==> src/rtl/ppfifo_read_arbiter_if.sv <==
// Bundle of the two ppfifo read ports and the shared downstream valid/ready stream.
// master is the arbiter's view; slave is the view of the ppfifos and sink around it.
interface ppfifo_read_arbiter_if #(
    parameter int DATA_WIDTH = 8
);
    logic [1:0]              in_read_ready;
    logic [47:0]             in_read_count;
    logic [2*DATA_WIDTH-1:0] in_read_data;
    logic [1:0]              in_read_activate;
    logic [1:0]              in_read_strobe;
    logic                    o_valid;
    logic                    o_ready;
    logic [DATA_WIDTH-1:0]   o_data;
    logic                    o_last;
    logic                    o_source;

    modport master (
        input  in_read_ready, in_read_count, in_read_data, o_ready,
        output in_read_activate, in_read_strobe, o_valid, o_data, o_last, o_source
    );

    modport slave (
        output in_read_ready, in_read_count, in_read_data, o_ready,
        input  in_read_activate, in_read_strobe, o_valid, o_data, o_last, o_source
    );
endinterface

==> src/rtl/ppfifo_read_arbiter.sv <==
// Round-robin arbiter draining whole blocks from two ppfifo read sides into one
// registered valid/ready stream, marking the final word of each block with o_last.
module ppfifo_read_arbiter #(
    parameter int DATA_WIDTH = 8
) (
    input  logic                 read_clock,
    input  logic                 reset,
    input  logic                 enable,
    ppfifo_read_arbiter_if.master bus,
    output logic                 busy,
    output logic                 block_done
);

    typedef enum logic [1:0] {IDLE, STREAM, RELEASE} state_t;

    state_t                r_state;
    state_t                w_nextState;
    logic                  r_grant;
    logic                  r_priority;
    logic [23:0]           r_remaining;
    logic [1:0]            r_activate;
    logic                  r_valid;
    logic [DATA_WIDTH-1:0] r_data;
    logic                  r_last;
    logic                  r_source;

    logic                  w_outFree;
    logic                  w_grantNow;
    logic                  w_load;
    logic                  w_pick;
    logic [23:0]           w_pickCount;
    logic [DATA_WIDTH-1:0] w_grantData;

    // With both requesting, the pointer names the favoured fifo; otherwise take whichever asks.
    assign w_pick      = (bus.in_read_ready == 2'b11) ? r_priority : bus.in_read_ready[1];
    assign w_pickCount = w_pick ? bus.in_read_count[47:24] : bus.in_read_count[23:0];
    assign w_grantData = r_grant ? bus.in_read_data[2*DATA_WIDTH-1:DATA_WIDTH]
                                 : bus.in_read_data[DATA_WIDTH-1:0];
    assign w_outFree   = !r_valid || bus.o_ready;

    always_ff @(posedge read_clock or posedge reset) begin
        if (reset) begin
            r_state <= IDLE;
        end else begin
            r_state <= w_nextState;
        end
    end

    // A new block waits for the output register to empty so blocks never interleave.
    always_comb begin
        w_nextState = r_state;
        w_grantNow  = 1'b0;
        w_load      = 1'b0;
        case (r_state)
            IDLE: begin
                if (enable && (|bus.in_read_ready) && w_outFree) begin
                    w_grantNow  = 1'b1;
                    w_nextState = STREAM;
                end
            end
            STREAM: begin
                if (r_remaining == 24'd0) begin
                    w_nextState = RELEASE;
                end else begin
                    w_load = w_outFree;
                end
            end
            RELEASE: begin
                w_nextState = IDLE;
            end
            default: begin
                w_nextState = IDLE;
            end
        endcase
    end

    always_ff @(posedge read_clock or posedge reset) begin
        if (reset) begin
            r_grant     <= 1'b0;
            r_priority  <= 1'b0;
            r_remaining <= 24'd0;
            r_activate  <= 2'b00;
            r_valid     <= 1'b0;
            r_data      <= '0;
            r_last      <= 1'b0;
            r_source    <= 1'b0;
        end else begin
            if (w_grantNow) begin
                r_grant     <= w_pick;
                r_remaining <= w_pickCount;
                r_activate  <= w_pick ? 2'b10 : 2'b01;
            end else if (r_state == STREAM && r_remaining == 24'd0) begin
                r_activate <= 2'b00;
            end

            if (w_load) begin
                r_data      <= w_grantData;
                r_source    <= r_grant;
                r_valid     <= 1'b1;
                r_last      <= (r_remaining == 24'd1);
                r_remaining <= r_remaining - 24'd1;
            end else if (bus.o_ready) begin
                r_valid <= 1'b0;
                r_last  <= 1'b0;
            end

            if (r_state == RELEASE) begin
                r_priority <= ~r_grant;
            end
        end
    end

    assign bus.in_read_strobe   = {w_load & r_grant, w_load & ~r_grant};
    assign bus.in_read_activate = r_activate;
    assign bus.o_valid          = r_valid;
    assign bus.o_data           = r_data;
    assign bus.o_last           = r_last;
    assign bus.o_source         = r_source;
    assign busy                 = (r_state != IDLE);
    assign block_done           = (r_state == RELEASE);

endmodule
==> src/flat_wrapper.sv <==
// flat-port wrapper written by rule: the top's interface ports become plain ports
module ppfifo_read_arbiter_flat 
#(
    parameter int DATA_WIDTH = 8
)
  (read_clock, reset, enable, busy, block_done, bus_in_read_ready, bus_in_read_count, bus_in_read_data, bus_o_ready, bus_in_read_activate, bus_in_read_strobe, bus_o_valid, bus_o_data, bus_o_last, bus_o_source);
  ppfifo_read_arbiter_if #(.DATA_WIDTH(DATA_WIDTH)) bus_i ();
  input  logic read_clock;
  input  logic reset;
  input  logic enable;
  output logic busy;
  output logic block_done;
  input wire logic [$bits(bus_i.in_read_ready)-1:0] bus_in_read_ready;
  input wire logic [$bits(bus_i.in_read_count)-1:0] bus_in_read_count;
  input wire logic [$bits(bus_i.in_read_data)-1:0] bus_in_read_data;
  input wire logic [$bits(bus_i.o_ready)-1:0] bus_o_ready;
  output wire logic [$bits(bus_i.in_read_activate)-1:0] bus_in_read_activate;
  output wire logic [$bits(bus_i.in_read_strobe)-1:0] bus_in_read_strobe;
  output wire logic [$bits(bus_i.o_valid)-1:0] bus_o_valid;
  output wire logic [$bits(bus_i.o_data)-1:0] bus_o_data;
  output wire logic [$bits(bus_i.o_last)-1:0] bus_o_last;
  output wire logic [$bits(bus_i.o_source)-1:0] bus_o_source;
  assign bus_i.in_read_ready = bus_in_read_ready;
  assign bus_i.in_read_count = bus_in_read_count;
  assign bus_i.in_read_data = bus_in_read_data;
  assign bus_i.o_ready = bus_o_ready;
  assign bus_in_read_activate = bus_i.in_read_activate;
  assign bus_in_read_strobe = bus_i.in_read_strobe;
  assign bus_o_valid = bus_i.o_valid;
  assign bus_o_data = bus_i.o_data;
  assign bus_o_last = bus_i.o_last;
  assign bus_o_source = bus_i.o_source;
  ppfifo_read_arbiter #(.DATA_WIDTH(DATA_WIDTH)) u_core (.read_clock(read_clock), .reset(reset), .enable(enable), .bus(bus_i), .busy(busy), .block_done(block_done));
endmodule
==> config.mk <==
export PLATFORM = sky130hd
export DESIGN_NAME = ppfifo_read_arbiter_flat
export DESIGN_NICKNAME = d
export VERILOG_FILES = /design/src/rtl/ppfifo_read_arbiter_if.sv /design/src/rtl/ppfifo_read_arbiter.sv /design/src/flat_wrapper.sv
export SDC_FILE = /design/constraint.sdc
export NUM_CORES = 1
export LEC_CHECK = 0
export CORE_ASPECT_RATIO = 0.6
export CORE_MARGIN = 5
export CORE_UTILIZATION = 35
export DETAILED_ROUTE_END_ITERATION = 10
export PLACE_DENSITY_LB_ADDON = 0.08
export SYNTH_ARGS = -nofsm -noshare
export SYNTH_HDL_FRONTEND = slang
export SYNTH_SLANG_ARGS = --single-unit
==> constraint.sdc <==
create_clock -name read_clock -period 3.6 [get_ports read_clock]
set_input_delay 0.72 -clock read_clock [delete_from_list [all_inputs] [get_ports read_clock]]
set_output_delay 0.72 -clock read_clock [all_outputs]
set_load 0.05 [all_outputs]
== Word level (Yosys, flattened, before mapping) ==
Index checks and enable logic that the tools add are counted.
W data, S select, Z words.

* Bits of input ports: 70
* Word-level logic and storage cells: 50
* Register bits: 41
* Output and inout bits: 17

* $add $sub $neg: 1
* Bitwise logic cells: 3
* Eq/ne operators: 6
* Reduce and logical (&&, ||, !) cells: 13
* Mux-type cells: 18

{| class="wikitable"
|+ Operators by type and width
! operator !! count
|-
| $mux W24 || 3
|-
| $eq A24 B1 Y1 const B || 1
|-
| $logic_not A24 Y1 || 1
|-
| $sub A24 B1 Y24 const B || 1
|-
| $mux W2 || 5
|-
| $mux W1 || 8
|-
| $mux W8 || 1
|-
| $reduce_bool A2 Y1 || 4
|-
| $eq A2 B2 Y1 const B || 2
|-
| $ne A2 B1 Y1 const B || 2
|-
| $pmux W2 S2 || 1
|-
| $logic_and A1 B1 Y1 || 3
|-
| $and A1 B1 Y1 || 2
|-
| $eq A2 B1 Y1 const B || 1
|-
| $logic_not A2 Y1 || 1
|-
| $reduce_and A2 Y1 || 1
|-
| $reduce_or A2 Y1 || 1
|-
| $logic_not A1 Y1 || 1
|-
| $logic_or A1 B1 Y1 || 1
|-
| $not A1 Y1 || 1
|}

== Depth between registers and ports, before layout ==
* Depth in word-level cells: 7
* Depth in mapped cells: 9
* Depth with buffers taken out: 7

== Worst setup path after synthesis ==
No wires, ideal clock.

* Kind: reg-to-output
* From: register u_core.r_remaining[0]
* To: output port bus_in_read_strobe[0]
* Buffers on the path: 2
* Arrival time: 2,438 ps
* Path slack: 442 ps
* Required time: 2,880 ps
* Stages on the path, launching flop included: 9
* Cell sequence: dfrtp_1 inv_1 ha_1 or3b_2 or4_4 o21ai_1 buf_4 buf_4 nor2_1

* Word-level cells in the longest chain between the ends: 4

{| class="wikitable"
|+ RTL lines
! element !! line !! RTL
|-
| start: declaration || ppfifo_read_arbiter.sv:20 || <nowiki>logic [23:0] r_remaining;</nowiki>
|-
| start signal: assignment || ppfifo_read_arbiter.sv:90 || <nowiki>r_remaining <= w_pickCount;</nowiki>
|-
| start signal: assignment || ppfifo_read_arbiter.sv:101 || <nowiki>r_remaining <= r_remaining - 24'd1;</nowiki>
|-
| $logic_not A24 Y1 || ppfifo_read_arbiter.sv:62 || <nowiki>if (r_remaining == 24'd0) begin</nowiki>
|-
| $mux W1 || ppfifo_read_arbiter.sv:62 ||
|-
| $mux W1 || ppfifo_read_arbiter.sv:54 || <nowiki>case (r_state)</nowiki>
|-
| $and A1 B1 Y1 || ppfifo_read_arbiter.sv:113 || <nowiki>assign bus.in_read_strobe = {w_load & r_grant, w_load & ~r_grant};</nowiki>
|-
| end: declaration || flat_wrapper.sv:18 || <nowiki>output wire logic [$bits(bus_i.in_read_strobe)-1:0] bus_in_read_strobe;</nowiki>
|}

Every way passes these cells.

== Worst setup path in the final report ==
* From: register u_core.r_remaining[3]
* To: output port bus_in_read_strobe[1]

Same word-level chain as after synthesis.

==> impl_results.html <==
<table>
<tr><th>Metric</th><th>Value</th></tr>
<tr><th colspan="2">Routing</th></tr>
<tr><td>DRC violations left</td><td>0</td></tr>
<tr><td>Via density</td><td>~5.2</td></tr>
<tr><td>Initial drt markers</td><td>128</td></tr>
<tr><td>Routed WL per cell</td><td>15.9 um</td></tr>
<tr><td>Total detailed-routing wirelength</td><td>7.67 mm</td></tr>
<tr><td>DRT antenna net count</td><td>0</td></tr>
<tr><td>Total via count after detailed routing</td><td>2508</td></tr>
<tr><td>Number of optimization iterations in the first detailed-route pass</td><td>5</td></tr>
<tr><th colspan="2">Yosys</th></tr>
<tr><td>Dominant cells by area after synthesis</td><td>dfrtp_1 40%, mux2i_1 8.5%, nand2_1 6.7%</td></tr>
<tr><td>Yosys Warn Count</td><td>0</td></tr>
<tr><td>Synth async-reset ratio</td><td>1.00</td></tr>
<tr><td>Register area share after synthesis</td><td>0.397</td></tr>
<tr><td>Number of library cell types mapped by synthesis</td><td>54</td></tr>
<tr><td>Synth Instances</td><td>about 290</td></tr>
<tr><td>Flip-flop and latch count after synthesis</td><td>41</td></tr>
<tr><td>Number of enable-type register cells in the synthesized netlist</td><td>0</td></tr>
<tr><td>Netlist Area Pre-Place</td><td>roughly 0.0026 mm^2</td></tr>
<tr><td>Post-synth top flop</td><td>dfrtp_1</td></tr>
<tr><td>Area fraction of the dominant cell type after synthesis</td><td>0.397</td></tr>
<tr><td>Total nets after synthesis</td><td>364</td></tr>
<tr><td>Cell taking the most area after synthesis</td><td>dfrtp_1</td></tr>
<tr><td>Mapped Avg Cell Area</td><td>slightly below 9 um^2</td></tr>
<tr><th colspan="2">Timing</th></tr>
<tr><td>Minimum clock period</td><td>3.31 ns</td></tr>
<tr><td>Setup repair after global routing missed its margin</td><td>false</td></tr>
<tr><td>Final worst path period share</td><td>0.920</td></tr>
<tr><td>Clock Skews</td><td>0.00603 ns</td></tr>
<tr><td>Actual transition at the worst max-transition pin</td><td>0.794 ns</td></tr>
<tr><td>PnR worst setup slack</td><td>0.288 ns</td></tr>
<tr><td>Relative slew margins</td><td>0.466</td></tr>
<tr><td>Final number of max-transition violations</td><td>0</td></tr>
<tr><td>FMAX</td><td>302 MHz</td></tr>
<tr><td>Number of setup violations in the final report</td><td>0</td></tr>
<tr><td>Final sum of negative setup slack</td><td>0 ns</td></tr>
<tr><td>Number of hold violations in the final report</td><td>0</td></tr>
<tr><th colspan="2">Setup path</th></tr>
<tr><td>Max stage delay cell, worst path</td><td>or4_1</td></tr>
<tr><td>Ordered list of cells on the worst path</td><td>or4_1 &gt; or4_4 &gt; o21a_1 &gt; and2_1 &gt; buf_12</td></tr>
<tr><td>R2r startpoint</td><td>u_core.r_remaining[3]</td></tr>
<tr><td>Critical path arrival</td><td>2.59 ns</td></tr>
<tr><td>Capturing element type of the critical path</td><td>output pin</td></tr>
<tr><td>Crit path launch type</td><td>register</td></tr>
<tr><td>Critical path's top delay family</td><td>simple AND/OR/NAND/NOR gates</td></tr>
<tr><td>Crit path buffers/inverters</td><td>1</td></tr>
<tr><td>Highest cell delay on the worst timing path</td><td>0.69 ns</td></tr>
<tr><td>Kind of critical path</td><td>reg -&gt; out</td></tr>
<tr><td>Data required time of the critical path</td><td>2.88 ns</td></tr>
<tr><td>Start point of the critical path</td><td>u_core.r_remaining[3]</td></tr>
<tr><td>Worst Path Max Fanout</td><td>9</td></tr>
<tr><th colspan="2">Placed design</th></tr>
<tr><td>Total cell area at the placement stage</td><td>0.00357 mm^2</td></tr>
<tr><td>Number of cells after detailed placement</td><td>474</td></tr>
<tr><td>Worst slack at placement</td><td>0.583 ns</td></tr>
<tr><td>Half-perimeter wire length of the detailed placement result</td><td>about 5.7 mm</td></tr>
<tr><td>Count of port buffers added during placement</td><td>86</td></tr>
<tr><td>Weighted congestion at the end of routability-driven global placement</td><td>0.812</td></tr>
<tr><th colspan="2">Clocking</th></tr>
<tr><td>Clock Latency Late Sink</td><td>0.28 ns</td></tr>
<tr><td>Maximum level of the CTS H-tree</td><td>2</td></tr>
<tr><td>CTS Buf Count</td><td>5</td></tr>
<tr><td>Maximum count of clock buffers along a single path</td><td>2</td></tr>
<tr><td>Post-CTS Setup Bufs</td><td>0</td></tr>
<tr><td>Clock Root Buffer</td><td>clkbuf_16</td></tr>
<tr><td>Reg clk slew, reported paths</td><td>around 0.06 ns</td></tr>
<tr><td>Count of hold buffers inserted by post-cts repair</td><td>0</td></tr>
<tr><td>Clock Sink Count</td><td>approximately 40</td></tr>
<tr><td>Count of cells resized by post-cts repair</td><td>0</td></tr>
<tr><td>Clock tree from TritonCTS</td><td>built</td></tr>
<tr><th colspan="2">Power and ir drop</th></tr>
<tr><td>Design Power</td><td>1.51 mW</td></tr>
<tr><td>Max rail drop VDD</td><td>171 uV</td></tr>
<tr><td>Leakage Power</td><td>approximately 1.5 nW</td></tr>
<tr><td>Pwr/cell area</td><td>403 mW/mm^2</td></tr>
<tr><th colspan="2">Layout</th></tr>
<tr><td>Most common cell after layout, fill and taps aside</td><td>clkdlybuf4s50_1</td></tr>
<tr><td>Design area</td><td>0.00375 mm^2</td></tr>
<tr><td>Layout Cells excl Fill</td><td>482</td></tr>
<tr><td>Proportion of layout cells with a drive suffix above 1</td><td>0.0979</td></tr>
<tr><td>Diodes inserted</td><td>0</td></tr>
<tr><td>Synthesis-to-finish area growth</td><td>45.1%</td></tr>
<tr><td>Final-stage net count</td><td>approximately 450</td></tr>
<tr><td>Most frequent cells in the layout</td><td>84 x clkdlybuf4s50_1, 46 x nand2_1, 41 x dfrtp_1, 22 x mux2i_1, 19 x nor2_1</td></tr>
<tr><th colspan="2">Floorplanning</th></tr>
<tr><td>Die Span X</td><td>121 um</td></tr>
<tr><td>Standard-cell row count</td><td>24</td></tr>
<tr><td>Starting utilization of the core area</td><td>0.357</td></tr>
<tr><td>Overall die height</td><td>76.6 um</td></tr>
<tr><td>I/O pin cnt</td><td>87</td></tr>
<tr><td>Area of the die</td><td>0.00926 mm^2</td></tr>
<tr><td>Core region area</td><td>slightly above 0.007 mm^2</td></tr>
<tr><th colspan="2">Global route</th></tr>
<tr><td>Maximum number of pins on one net before global-route repair</td><td>42</td></tr>
<tr><td>Fraction of met2 tracks used by global routing</td><td>0.249</td></tr>
<tr><td>All-Layer GR Usage</td><td>0.170</td></tr>
<tr><td>Global-route track usage on met1</td><td>0.246</td></tr>
<tr><td>Via count of the first global-routing pass</td><td>~2500</td></tr>
<tr><td>First-pass GRT wire length</td><td>12.6 mm</td></tr>
<tr><td>Overall overflow remaining after global route</td><td>0</td></tr>
<tr><td>Global-route layer with the greatest usage</td><td>met2</td></tr>
<tr><td>Met3 track demand over resource</td><td>0.0504</td></tr>
<tr><td>Initial antenna violation count</td><td>0</td></tr>
<tr><th colspan="2">Min path</th></tr>
<tr><td>Hold wc startpoint</td><td>u_core.bus.o_data[7]</td></tr>
<tr><td>Path category of the worst min-delay check</td><td>reg -&gt; reg</td></tr>
<tr><th colspan="2">Run</th></tr>
<tr><td>Max-Cap Viols</td><td>0</td></tr>
<tr><th colspan="2">Status</th></tr>
<tr><td>Run status</td><td>completed</td></tr>
</table>
==> flip-flops by register name (all words and copies together), names as in the netlist <==
name	count
u_core.r_grant	1
u_core.r_state	2
u_core.r_remaining	24
u_core.bus.o_valid	1
u_core.bus.o_source	1
u_core.bus.o_data	8
u_core.r_priority	1
u_core.bus.in_read_activate	2
u_core.bus.o_last	1
==> cells in the mapped netlist (2+ instances only) <==
master	n
a311o_1	3
o21a_1	3
buf_4	2
o32a_1	2
nand3_1	15
nand3b_1	2
dfrtp_1	41
nand2b_1	5
nand4_1	5
nor3b_1	2
nor2b_1	2
a31o_2	2
o221a_2	2
nor3_1	6
nor4_1	3
o311ai_0	3
or3_1	6
buf_6	2
o21ai_1	3
a32oi_1	4
buf_2	2
a22oi_1	3
nor2_1	19
inv_1	8
or4_1	5
mux2i_1	22
and3_1	6
a21oi_1	4
o22ai_1	2
a211oi_1	2
o21ai_0	17
clkbuf_1	10
ha_1	2
nand2_1	46
a211o_1	3
or2_2	4
mux2_2	4
o211a_1	3
a31oi_1	2
==> routing by layer <==
layer  routed length, um  vias up
met5                   0        -
met4                  65        0
met3                 476        8
met2                3300       73
met1                3830     1177
li1                    -     1250
==> worst paths after layout <==
path | endpoint | slack [ns] | depth (start not counted)
setup / recovery | bus_in_read_strobe[1] | 0.29 | 5
hold / removal | u_core.bus.o_data[7] | 0.48 | 2
setup reg to reg | u_core.r_remaining[19] | 0.71 | 6
hold reg to reg | u_core.bus.o_data[7] | 0.48 | 2
max in group asynchronous | u_core.r_remaining[10] | 2.34 | 3
min in group asynchronous | u_core.bus.o_data[0] | 0.88 | 3
==> metrics by stage <==
stage / hold slack [ns] / utilization
after floorplan: 0.500 / -
after global placement: 0.463 / 0.494
after detailed placement: 0.473 / 0.494
after CTS: 0.487 / 0.518
after global routing: 0.511 / 0.518
final: 0.483 / 0.518
==> worst register-to-register path, stage by stage (launching register included) <==
cell and delay, ns:
dfrtp_1 0.42, or4_1 0.69, or4_4 0.61, o21a_1 0.22, buf_4 0.24, mux2_2 0.32, o221a_2 0.26
==> logic make-up after synthesis <==
family / synth area share
AND/OR/NAND/NOR: 0.257
AO/OA/AOI/OAI: 0.179
flip-flops: 0.397
multiplexers: 0.108
buffers and inverters: 0.0460
adder cells (fa/ha/maj): 0.00968
XOR/XNOR: 0.00339
==> report_power, final <==
group / total (mW) / leakage (nW) / switching, mW / internal, mW
Clock: 0.533 / 0.0831 / 0.187 / 0.346
Combinational: 0.373 / 0.902 / 0.182 / 0.192
Sequential: 0.603 / 0.490 / 0.0749 / 0.528
==> cell type report <==
class	instances	area (um^2)
tap	104	130
timing repair buffer	95	936
clock inverter	2	37.5
fill	697	3490
multi-input combinational	226	1450
inverter	8	30.0
clock buffer	6	139
sequential	41	1030
No activity file was read; power rests on OpenSTA's default activity.
